File: src/rtl/reg_port_arbiter_pkg.sv
// Shared bus type, FSM state encoding and widths for the register-port arbiter.
// Build option: define REG_ARB_RR_EN for round-robin grants (fixed priority otherwise).
package reg_port_arbiter_pkg;

  localparam int REG_SEL_W  = 3;
  localparam int REG_DATA_W = 32;

  typedef struct packed {
    logic [REG_DATA_W-1:0] data;
    logic [REG_SEL_W-1:0]  sel;
    logic                  mode;  // 1 = write, 0 = read/idle
  } reg_in_bus_t;

  typedef enum logic [1:0] {
    IDLE,
    DRIVE,
    WAIT,
    RESP
  } arb_state_t;

  // Index of the set bit in a one-hot vector of up to four requesters.
  function automatic logic [1:0] oh_to_idx(input logic [3:0] oh);
    oh_to_idx = 2'd0;
    for (int k = 0; k < 4; k++) begin
      if (oh[k]) oh_to_idx = 2'(k);
    end
  endfunction

endpackage

File: src/rtl/reg_port_arbiter_rr_arbiter.sv
// One-hot grant generator for NREQ requesters.
// REG_ARB_RR_EN defined: rotating priority starting just above the last winner; else lowest index wins.
module rr_arbiter
  import reg_port_arbiter_pkg::*;
#(
  parameter int NREQ = 2
) (
`ifdef REG_ARB_RR_EN
  input  logic            clk,
  input  logic            reset,
  input  logic            accept,
`endif
  input  logic [NREQ-1:0] req,
  output logic [NREQ-1:0] grant
);

  logic [NREQ-1:0] w_pool;
  logic            w_found;

`ifdef REG_ARB_RR_EN
  localparam int PTR_W = $clog2(NREQ);

  logic [PTR_W-1:0] r_ptr;
  logic [NREQ-1:0]  w_mask;
  logic [NREQ-1:0]  w_masked;
  logic [1:0]       w_win;

  // Requests at or above the pointer get first pick; fall back to all requests on wrap.
  always_comb begin
    w_mask = '0;
    for (int k = 0; k < NREQ; k++) begin
      w_mask[k] = (k >= int'(r_ptr));
    end
  end

  assign w_masked = req & w_mask;
  assign w_pool   = (|w_masked) ? w_masked : req;
  assign w_win    = oh_to_idx(4'(grant));

  always_ff @(posedge clk or negedge reset) begin
    if (!reset) begin
      r_ptr <= '0;
    end else if (accept) begin
      r_ptr <= (int'(w_win) == NREQ - 1) ? '0 : PTR_W'(w_win + 2'd1);
    end
  end
`else
  assign w_pool = req;
`endif

  always_comb begin
    grant   = '0;
    w_found = 1'b0;
    for (int k = 0; k < NREQ; k++) begin
      grant[k] = w_pool[k] & ~w_found;
      w_found  = w_found | w_pool[k];
    end
  end

endmodule

File: src/rtl/reg_port_arbiter.sv
// Arbitrates NREQ requesters onto a single register-bank port, one transaction in flight.
// Build option: REG_ARB_RR_EN selects round-robin arbitration in rr_arbiter.
module reg_port_arbiter
  import reg_port_arbiter_pkg::*;
#(
  parameter int NREQ     = 2,
  parameter int READ_LAT = 1
) (
  input  logic                       clk,
  input  logic                       reset,
  input  logic [NREQ-1:0]            req_valid,
  output logic [NREQ-1:0]            req_ready,
  input  logic [NREQ-1:0]            req_write,
  input  logic [NREQ*REG_SEL_W-1:0]  req_sel,
  input  logic [NREQ*REG_DATA_W-1:0] req_data,
  output logic [NREQ-1:0]            rsp_valid,
  input  logic [NREQ-1:0]            rsp_ready,
  output logic [REG_DATA_W-1:0]      rsp_data,
  output reg_in_bus_t                rb_bus,
  output logic                       rb_en,
  output logic                       rb_rst,
  input  logic [REG_DATA_W-1:0]      rb_q,
  output logic                       busy
);

  localparam int CNT_W = 2;

  arb_state_t              r_state;
  logic [NREQ-1:0]         r_grant;
  logic [CNT_W-1:0]        r_cnt;
  logic                    r_rb_en;
  reg_in_bus_t             r_rb_bus;
  logic [NREQ-1:0]         r_rsp_valid;
  logic [REG_DATA_W-1:0]   r_rsp_data;
  logic                    r_busy;

  logic [NREQ-1:0]         w_grant;
  logic                    w_accept;
  reg_in_bus_t             w_bus;

  rr_arbiter #(
    .NREQ (NREQ)
  ) u_arb (
`ifdef REG_ARB_RR_EN
    .clk    (clk),
    .reset  (reset),
    .accept (w_accept),
`endif
    .req    (req_valid),
    .grant  (w_grant)
  );

  // Grant is only visible in IDLE and out of reset, so at most one request is taken.
  assign req_ready = (reset && r_state == IDLE) ? w_grant : '0;
  assign w_accept  = |req_ready;

  always_comb begin
    w_bus = '0;
    for (int k = 0; k < NREQ; k++) begin
      if (w_grant[k]) begin
        w_bus.data = req_data[k*REG_DATA_W +: REG_DATA_W];
        w_bus.sel  = req_sel[k*REG_SEL_W +: REG_SEL_W];
        w_bus.mode = req_write[k];
      end
    end
  end

  // The bus register itself holds the latched request; r_grant doubles as the response pattern.
  always_ff @(posedge clk or negedge reset) begin
    if (!reset) begin
      r_state     <= IDLE;
      r_grant     <= '0;
      r_cnt       <= '0;
      r_rb_en     <= 1'b0;
      r_rb_bus    <= '0;
      r_rsp_valid <= '0;
      r_rsp_data  <= '0;
      r_busy      <= 1'b0;
    end else begin
      case (r_state)
        IDLE: begin
          if (w_accept) begin
            r_grant  <= w_grant;
            r_rb_en  <= 1'b1;
            r_rb_bus <= w_bus;
            r_busy   <= 1'b1;
            r_state  <= DRIVE;
          end
        end
        DRIVE: begin
          if (r_rb_bus.mode) begin
            r_rsp_data  <= r_rb_bus.data;
            r_rsp_valid <= r_grant;
            r_rb_en     <= 1'b0;
            r_rb_bus    <= '0;
            r_state     <= RESP;
          end else begin
            r_cnt   <= '0;
            r_state <= WAIT;
          end
        end
        WAIT: begin
          if (r_cnt == CNT_W'(READ_LAT - 1)) begin
            r_rsp_data  <= rb_q;
            r_rsp_valid <= r_grant;
            r_rb_en     <= 1'b0;
            r_rb_bus    <= '0;
            r_state     <= RESP;
          end else begin
            r_cnt <= r_cnt + CNT_W'(1);
          end
        end
        RESP: begin
          if (|(r_rsp_valid & rsp_ready)) begin
            r_rsp_valid <= '0;
            r_busy      <= 1'b0;
            r_state     <= IDLE;
          end
        end
        default: r_state <= IDLE;
      endcase
    end
  end

  assign rsp_valid = r_rsp_valid;
  assign rsp_data  = r_rsp_data;
  assign rb_bus    = r_rb_bus;
  assign rb_en     = r_rb_en;
  assign busy      = r_busy;
  assign rb_rst    = ~reset;

endmodule
File: config.mk
export PLATFORM = sky130hd
export DESIGN_NAME = reg_port_arbiter
export DESIGN_NICKNAME = d
export VERILOG_FILES = /design/src/rtl/reg_port_arbiter_pkg.sv /design/src/rtl/reg_port_arbiter_rr_arbiter.sv /design/src/rtl/reg_port_arbiter.sv
export SDC_FILE = /design/constraint.sdc
export NUM_CORES = 1
export LEC_CHECK = 0
export ABC_AREA = 0
export BUFFER_PORTS_ARGS = -buffer_cell sky130_fd_sc_hd__buf_2
export CORE_ASPECT_RATIO = 0.9
export CORE_MARGIN = 5
export CORE_UTILIZATION = 25
export DETAILED_ROUTE_END_ITERATION = 12
export GPL_TIMING_DRIVEN = 0
export SETUP_SLACK_MARGIN = 0.15
export SYNTH_ARGS = -nofsm -noshare
export SYNTH_HDL_FRONTEND = slang
export SYNTH_SLANG_ARGS = --single-unit
File: constraint.sdc
create_clock -name clk -period 2.6 [get_ports clk]
set_input_delay 0.39 -clock clk [delete_from_list [all_inputs] [get_ports clk]]
set_output_delay 0.39 -clock clk [all_outputs]
set_load 0.01 [all_outputs]
==> impl_metrics.py, run 1 <==
metrics = {
    "setup_path": {
        "critPathCaptureType": "register",
        "crit_cells": 9,
        "slowest_stage": "dfrtp_1",
        "cpPeakStageDelay_ps": 420,
        "crit_family": "buffers and inverters",
        "startpoint_type": "register",
        "crit_required_ps": 2800,
        "worst-path-max-fanout": 10,
        "path_cells": "inv_1 > ha_1 > buf_6 > nor2b_4 > or3_1 > clkbuf_2 > clkbuf_1 > nand2_1 > o21ai_0",
        "path_buf_inv": 4,
        "rr_worst_depth": 9,
        "r2r_slack_ps": 400,
        "crit_type": "register to register",
        "cp.arrival_ps": 2400,
    },
    "logic_synthesis": {
        "synth_cells": 443,
        "synthArstFlopShare_pct": 100.0,
        "ys_ff_latch": 78,
        "synthesis.area_sq_um": 4126,
        "synthTopCellsByCount": "nand2_1 (109), dfrtp_1 (78), nor2_1 (40)",
        "yosysUniqueCellTypes": 29,
        "synthFlopType": "dfrtp_1",
        "synthTopCellsByArea": "dfrtp_1 (47%), o31ai_2 (10%), nand2_1 (9.9%)",
        "synth.most_common_cell": "nand2_1",
        "synth_area_leader_cell": "dfrtp_1",
        "synth_area_per_cell_sq_um": 9.315,
        "synth_seq_area_share_pct": 47.30,
        "synth_edf_count": 0,
        "synth_top_cell_area_share_pct": 47.30,
        "synth.net_count": 560,
        "yosysWarnings": 0,
    },
    "placement": {
        "dp.cells": 835,
        "gp_routability_congestion": 0.7822,
        "place_hpwl_microns": 11030,
        "numPortBuffers": 184,
    },
    "timing": {
        "finClkSkew_ps": 8.536,
        "finalSetupTns_ps": 0,
        "hold_viol_final": 0,
        "max_freq_mhz": 455.2,
        "setup_violations": 0,
        "min_period_over_period_pct": 84.49,
        "maxSlewHeadroom_pct": 39.30,
        "slew_viol_final": 0,
        "finalCriticalPeriod_ps": 2197,
        "worstMarginPinSlew_ps": 910.6,
        "rsz0062_at_grt": "no",
    },
    "global_routing": {
        "grt_overflow": 0,
        "grt_usage_pct": 14.67,
        "grt_pass1_wl_microns": 22430,
        "grt_max_degree": 43,
        "antenna_found_initial": 1,
        "grt_pass1_vias": 4041,
    },
    "route": {
        "first_pass_iters": 4,
        "drcViolationCount": 0,
        "routedWlPerCell_microns": 16.63,
        "antenna_left": 0,
        "viasPerCell": 4.562,
        "detail_route.iter0.violations": 138,
        "wl_microns": 14130,
        "vias": 3878,
    },
    "clock_network": {
        "cts-root-buf": "clkbuf_16",
        "clock_latency_ps": 330,
        "postCtsSetupBuffers": 0,
        "cts_hold_buf": 0,
        "htree_levels": 3,
        "cts_buffers": 9,
        "path_clk_slew_ps": 60,
        "cts_sinks": 78,
        "cts.path.max_buffers": 2,
        "post_cts_resized": 4,
        "cts_tree": "built",
    },
    "power": {
        "p_leak_nw": 2.812,
        "total_power_mw": 6.521,
        "netSwitchingFraction_pct": 44.39,
        "power_frac_comb_pct": 52.4,
        "clockPowerShare_pct": 18.7,
        "powerDensity_nw_per_um2": 1159,
        "pwr-share-seq_pct": 29.0,
        "vdd_ir_drop_max_mv": 0.4513,
        "p_sw_mw": 2.895,
        "p_int_mw": 3.626,
    },
    "floorplanning": {
        "die_height_microns": 131.9,
        "rows": 44,
        "ios": 185,
        "die_w_microns": 145.4,
        "core_region_area_sq_um": 16190,
        "die-area_sq_um": 19180,
        "start_util_pct": 25.49,
    },
    "finish": {
        "fin_nets": 756,
        "syn_to_final_growth_pct": 36.33,
        "drive_gt1_share_pct": 39.04,
        "diodes": 0,
        "fin_cells": 850,
        "final_util_pct": 34.76,
    },
    "run_status": {
        "status": "finished, final reports clean",
    },
    "hold_path": {
        "hold_path.class": "input pin to asynchronous set/reset pin",
    },
    "flow_run": {
        "max-cap-violations": 0,
    },
}
-- power by group through the flow --
stage	clock network, mW	registers [mW]	logic, mW
after global routing	1.32	1.95	3.78
after floorplan	0	2.04	2.06
final	1.22	1.89	3.41
after global placement	0	1.91	3.44
after CTS	1.27	1.90	3.49
after detailed placement	0	1.92	3.47
-- layout by cell type, fill, tap and decap left out, types with 3 or more instances in the layout --
cell,instances
nand2_1,109
clkbuf_1,19
clkbuf_2,6
inv_1,9
a22oi_1,3
dfrtp_1,78
buf_6,5
nor2_1,40
o31ai_2,33
o31ai_1,3
a21oi_1,38
clkbuf_16,9
ha_1,7
o21ai_0,39
mux2i_1,33
buf_2,187
-- routing by layer --
metal	global-route usage, %	share of wire (%)	vias to the layer above
li1	-	-	1907
met1	18.81	45	1814
met2	23.87	46	142
met3	5.466	8.2	13
met4	2.953	0.82	2
met5	0	0.050	-
-- cells by family after synthesis --
group	count (synthesis)	share of synthesized area, %
simple gates	156	14.95
flops	78	47.30
buf+inv	44	5.124
compound gates	123	21.95
fa+ha+maj	7	2.122
mux	35	8.551
-- per-stage QoR --
stage / instance area (sq um) / hold WS, ps / setup WS, ps
4_1_cts: 5623 / 53.14 / 170.3
2_1_floorplan: 4126 / 94.41 / 689.0
5_1_grt: 5625 / 87.69 / 172.9
6_report: 5625 / 47.29 / 403.3
3_5_place_dp: 5336 / 413.6 / 13.42
3_3_place_gp: 5306 / 458.3 / -943.1
-- path summary, 6_finish.rpt --
path                               from           end
min in group clk               rb_q[17]  rsp_data[17]
max in group asynchronous         reset     rb_bus[9]
min                               reset    rb_bus[26]
max reg2reg                  r_state[0]  rsp_data[12]
min reg2reg                rsp_data[11]  rsp_data[11]
max                          r_state[0]  rsp_data[12]
-- layout make-up --
cell class                      instances  area (sq um)
Buffer                                 35         185.2
Clock buffer                           11         232.7
Clock inverter                          4         48.80
Fill cell                            1740         10560
Inverter                                9         33.78
Multi-Input combinational cell        321          1963
Sequential cell                        78          1952
Tap cell                              207         259.0
Timing Repair Buffer                  185         950.9
-- registers in the layout (all words and copies together), names as in the netlist --
name and cells:
busy 1, r_cnt 2, r_grant 2, r_state 2, rb_bus 36, rb_en 1
rsp_data 32, rsp_valid 2
Power figures use the tool's default switching activity.
==> run 2, diff against run 1 <==
Clock period 2.6 ns to 2 ns, I/O delays scaled along.
==> run 2 against run 1 <==
Register-to-register slack got worse by 300 ps. Highest routed layer is now met4. Critical path depth down 1. Via count rose by 0.13%. Setup slack worse by 300 ps. Clock-buffer cell count grew 4. Sequential share of layout area is 1.6 points lower. Sequential cell count did not move. Global-route usage rose by 0.38 points. Combinational power up 52%. Sequential power is 32% higher. Largest power group unchanged. Clock power is 31% higher.
==> impl_metrics.py, run 2 (synthesized netlist as in run 1, its figures left out) <==
metrics = {
    "run_status": {
        "status": "finished, final reports clean",
    },
    "setup_path": {
        "cp.arrival_ps": 2140,
        "critPathCaptureType": "register",
        "crit_type": "register to register",
        "startpoint_type": "register",
        "crit_required_ps": 2240,
        "cpPeakStageDelay_ps": 440,
        "slowest_stage": "dfrtp_2",
        "critPathMostFrequentCell": "buf_6",
        "worst-path-max-fanout": 10,
        "path_cells": "inv_4 > ha_2 > buf_6 > nor2b_4 > a2111o_1 > buf_6 > buf_6 > o31ai_2",
    },
    "clock_network": {
        "cts_tree": "built",
        "cts-root-buf": "clkbuf_16",
        "clock_latency_ps": 340,
        "path_clk_slew_ps": 60,
        "htree_levels": 3,
        "cts_buffers": 9,
        "cts_sinks": 78,
        "cts.path.max_buffers": 2,
    },
    "finish": {
        "fin_nets": 762,
        "fill_cells": 1695,
        "most-common-layout-cells": "buf_2 (183), nand2_1 (106), dfrtp_1 (77)",
        "largest_register_ffs": 36,
        "final_common_cell": "buf_2",
        "drive_gt1_share_pct": 42.84,
        "multi_input_area_sq_um": 2037,
        "final_area_sq_um": 5898,
        "syn_to_final_growth_pct": 42.94,
        "seq_area_sq_um": 1953,
        "diodes": 0,
    },
    "hold_path": {
        "hold_path.class": "input pin to register",
    },
    "placement": {
        "place_hpwl_microns": 10960,
        "numPortBuffers": 184,
        "dp_slack_ps": -565.1,
        "gp_routability_congestion": 0.8109,
        "post_dp_cell_area_sq_um": 5358,
    },
    "route": {
        "wl_microns": 14460,
        "drcViolationCount": 0,
        "wl_met1_microns": 6605,
        "first_pass_iters": 4,
        "antenna_left": 0,
        "wl_met2_microns": 6671,
        "vias": 3883,
        "wl_met3_microns": 1022,
        "routedWlPerCell_microns": 16.89,
        "viasPerCell": 4.536,
        "topRoutingLayerUsed": "met4",
        "detail_route.iter0.violations": 118,
    },
    "floorplanning": {
        "die_height_microns": 131.9,
        "ios": 185,
        "rows": 44,
        "die-area_sq_um": 19180,
        "core_region_area_sq_um": 16190,
        "start_util_pct": 25.49,
        "die_w_microns": 145.4,
    },
    "timing": {
        "maxSlewHeadroom_pct": 42.63,
        "setup_violations": 0,
        "rsz0062_at_grt": "yes",
        "worstMarginPinSlew_ps": 860.5,
        "final.setup.worst_slack_ps": 102.8,
        "finalCriticalPeriod_ps": 1897,
        "min_period_over_period_pct": 94.86,
        "hold_viol_final": 0,
        "finClkSkew_ps": 5.290,
        "max_freq_mhz": 527.1,
        "slew_viol_final": 0,
    },
    "power": {
        "total_power_mw": 9.283,
        "vdd_ir_drop_max_mv": 0.5269,
        "p_leak_nw": 2.913,
        "powerDensity_nw_per_um2": 1574,
    },
    "global_routing": {
        "grt_max_degree": 42,
        "grt_overflow": 0,
        "grt_pass1_vias": 4126,
        "antenna_found_initial": 0,
        "grt_pass1_wl_microns": 22980,
        "grt_usage_pct": 15.04,
    },
    "flow_run": {
        "max-cap-violations": 0,
    },
}
==> run 2: stage by stage <==
step	std cells	hold slack [ps]	TNS (ps)	utilization, %
2_1_floorplan	443	4.409	0	-
4_1_cts	856	233.4	0	35.69
5_1_grt	856	251.1	0	36.44
3_5_place_dp	835	338.6	-26120	33.10
3_3_place_gp	834	459.7	-84910	32.92
6_report	856	229.4	0	36.44
==> run 2: critical path, delay by kind of cell (launching register included) <==
kind	cells	cell delay (ps)
buffers and inverters	4	520
AND/OR/NAND/NOR	1	130
AO/OA/AOI/OAI	2	530
adder cells (fa/ha/maj)	1	180
flip-flops	1	440
==> run 2: where the power goes <==
part / total [mW] / internal [mW] / switching (mW)
logic: 5.20 / 2.21 / 2.98
registers: 2.49 / 2.13 / 0.360
clock network: 1.60 / 0.971 / 0.630
==> run 2: what timing repair did <==
action                                 4_1_cts  5_1_grt
endpoints found under the hold margin       37        0
hold buffers                                 2        0
setup buffers                                4        0
resized for setup                           32       47
setup endpoints to repair                   76       74
==> run 2: layout make-up <==
type                    count  share of cell area (%)
plain buffers              35                   5.325
clock buffers              15                   4.879
multi-input cells         321                   34.54
repair buffers            191                   17.14
flip-flops and latches     78                   33.11
inverters                   9                  0.6152
well taps                 207                   4.391
==> run 2: path summary, 6_finish.rpt <==
check                        startpoint      endpoint  slack, ps  cells after the start
max                          r_state[0]    rb_bus[25]        100                      8
min                            rb_q[14]  rsp_data[14]        230                      3
max reg2reg                  r_state[0]    rb_bus[25]        100                      8
min reg2reg                rsp_data[30]  rsp_data[30]        480                      2
max in group asynchronous         reset   rsp_data[8]       1100                      3
min in group asynchronous         reset    rb_bus[26]        690                      3
==> run 2: metal layers <==
metal,vias up,track usage [%]
li1,1926,-
met1,1821,19.40
met2,124,24.36
met3,12,5.122
met4,0,3.731
met5,-,0
==> run 3, diff against run 2 <==
Settings changed: SYNTH_HIERARCHICAL set to 1.
==> run 3 against run 2 <==
Sequential share of layout area increased by 0.79 points. Largest power group is now clock. Sequential cell count unchanged. Wire length about the same. Largest cell class is now registers. Fmax increased by 5.5%.
==> impl_metrics.py, run 3 <==
metrics = {
    "placement": {
        "numPortBuffers": 184,
        "post_dp_cell_area_sq_um": 5004,
        "place_hpwl_microns": 10590,
        "dp.cells": 760,
        "gp_routability_congestion": 0.8060,
    },
    "route": {
        "viasPerCell": 4.793,
        "antenna_left": 0,
        "vias": 3801,
        "drcViolationCount": 0,
        "routedWlPerCell_microns": 18.24,
        "first_pass_iters": 4,
        "wl_microns": 14460,
        "detail_route.iter0.violations": 143,
    },
    "timing": {
        "finalCriticalPeriod_ps": 1798,
        "finClkSkew_ps": 3.458,
        "rsz0062_at_grt": "yes",
        "min_period_over_period_pct": 89.88,
        "slew_viol_final": 0,
        "setup_violations": 0,
        "max_freq_mhz": 556.3,
        "worstMarginPinSlew_ps": 914.8,
        "hold_viol_final": 0,
        "maxSlewHeadroom_pct": 38.81,
    },
    "power": {
        "clockPowerShare_pct": 47.9,
        "power_frac_comb_pct": 9.3,
        "pwr-share-seq_pct": 42.8,
        "vdd_ir_drop_max_mv": 0.4198,
        "p_sw_uw": 895.9,
        "netSwitchingFraction_pct": 23.54,
        "p_leak_nw": 2.807,
        "p_int_mw": 2.911,
        "powerDensity_nw_per_um2": 660.8,
    },
    "finish": {
        "final_util_pct": 38.87,
        "fill_cells": 1559,
        "fin_cells": 793,
        "fin_nets": 706,
        "final_common_cell": "buf_2",
        "syn_to_final_growth_pct": 51.40,
        "drive_gt1_share_pct": 46.30,
        "most-common-layout-cells": "buf_2 (189), nand2_1 (80), dfrtp_1 (77)",
        "largest_register_ffs": 36,
        "final_area_sq_um": 5761,
    },
    "logic_synthesis": {
        "synth_seq_area_share_pct": 51.30,
        "synthTopCellsByCount": "nand2_1 (80), dfrtp_1 (78), a22oi_1 (37)",
        "synthFlopType": "dfrtp_1",
        "synth.net_count": 494,
        "synth_edf_count": 0,
        "synth_area_per_cell_sq_um": 10.09,
        "synthArstFlopShare_pct": 100.0,
        "synth_cells": 377,
        "synth_top_cell_area_share_pct": 51.30,
        "synth.most_common_cell": "nand2_1",
        "synth_area_leader_cell": "dfrtp_1",
        "synthesis.area_sq_um": 3805,
        "synthTopCellsByArea": "dfrtp_1 (51%), mux2i_1 (8.7%), nand2_1 (7.9%)",
        "yosysUniqueCellTypes": 28,
        "yosysWarnings": 6,
        "ys_ff_latch": 78,
    },
    "setup_path": {
        "cp.arrival_ps": 1990,
        "r2r_start": "r_state[1]",
        "worst-path-max-fanout": 8,
        "startpoint": "r_state[1]",
        "r2r-end": "rb_bus[9]",
        "critPathCapture": "rb_bus[9]",
        "crit_required_ps": 2190,
        "r2r_slack_ps": 200,
        "critPathCaptureType": "register",
        "crit_type": "register to register",
        "startpoint_type": "register",
        "rr_worst_depth": 6,
    },
    "floorplanning": {
        "die_height_microns": 127.0,
        "core_region_area_sq_um": 14820,
        "ios": 185,
        "die-area_sq_um": 17790,
        "die_w_microns": 140.0,
        "rows": 42,
        "start_util_pct": 25.68,
    },
    "clock_network": {
        "cts_sinks": 78,
        "htree_levels": 3,
        "cts.path.max_buffers": 2,
        "cts_tree": "built",
        "cts_buffers": 9,
        "cts-root-buf": "clkbuf_16",
        "path_clk_slew_ps": 60,
        "clock_latency_ps": 340,
    },
    "global_routing": {
        "antenna_found_initial": 2,
        "grt_pass1_wl_microns": 21850,
        "grt_pass1_vias": 3899,
        "grt_max_degree": 34,
        "grt_overflow": 0,
        "grt_usage_pct": 15.86,
    },
    "run_status": {
        "status": "finished, final reports clean",
    },
    "flow_run": {
        "max-cap-violations": 0,
    },
    "hold_path": {
        "hold_path.class": "input pin to asynchronous set/reset pin",
    },
}
==> run 3: power by group through the flow <==
stage	registers, mW	logic, mW	clock network (mW)
2_1_floorplan	1.67	0.0928	0
3_3_place_gp	1.65	0.319	0
3_5_place_dp	1.66	0.334	0
4_1_cts	1.63	0.355	1.88
5_1_grt	1.63	0.394	1.95
6_report	1.63	0.355	1.82
==> run 3: what timing repair did <==
| item | 4_1_cts | 5_1_grt |
|---|---|---|
| endpoints found under the setup margin | 74 | 73 |
| hold endpoints to repair | 33 | 0 |
| resized for setup | 27 | 42 |
| hold buffers | 4 | 0 |
| buffers inserted | 2 | 5 |
| cloned | 2 | 3 |
| pin swaps | 2 | 3 |
==> run 3: kinds of logic after synthesis <==
family | after synthesis | share of synthesized area (%)
AO/OA/AOI/OAI | 124 | 22.30
AND/OR/NAND/NOR | 91 | 9.865
flip-flops | 78 | 51.30
buffers and inverters | 42 | 4.965
multiplexers | 35 | 9.273
adder cells (fa/ha/maj) | 7 | 2.302
==> run 3: how the worst min path moves through the flow <==
| stage | to | slack [ps] | from | depth (start not counted) |
|---|---|---|---|---|
| global route | rsp_data[19] | 50 | reset | 3 |
| floorplan | busy | 4 | reset | 0 |
| global placement | r_grant[0] | 460 | r_grant[0] | 2 |
| finish | rsp_data[19] | 50 | reset | 3 |
| CTS | rsp_data[19] | 40 | reset | 3 |
| detailed placement | rsp_data[21] | 280 | reset | 1 |
==> run 3: area by class of cell <==
type	instances	area (sq um)	share of cell area (%)
buffer	30	209.0	3.627
inverter	12	45.04	0.7819
clock inverter	6	93.84	1.629
multi-input combinational	258	1858	32.25
antenna	1	2.502	0.04344
tap	198	247.7	4.301
clock buffer	10	239.0	4.149
timing repair buffer	200	1112	19.31
sequential	78	1953	33.91
==> run 3: stage by stage <==
stage | setup slack (ps) | total power [mW] | setup TNS (ps) | hold WS, ps
global route | 124.6 | 3.978 | 0 | 48.79
floorplan | 207.7 | 1.766 | 0 | 4.409
global placement | -1052 | 1.974 | -42230 | 455.3
finish | 202.5 | 3.806 | 0 | 51.37
detailed placement | -279.1 | 1.990 | -10410 | 282.0
CTS | 148.1 | 3.859 | 0 | 43.73
==> run 3: critical path: stages (launching register included) <==
cell and delay, ps:
dfrtp_2 440, inv_2 130, ha_4 180, inv_1 130, o2111ai_4 470, buf_6 220, o31ai_2 70
==> run 3: layer usage <==
metal	GRT usage (%)	vias to the layer above	part of all wire, %
li1	-	1798	-
met1	20.77	1843	44
met2	25.43	145	47
met3	4.933	13	7.5
met4	4.615	2	1.1
met5	0	-	0.083
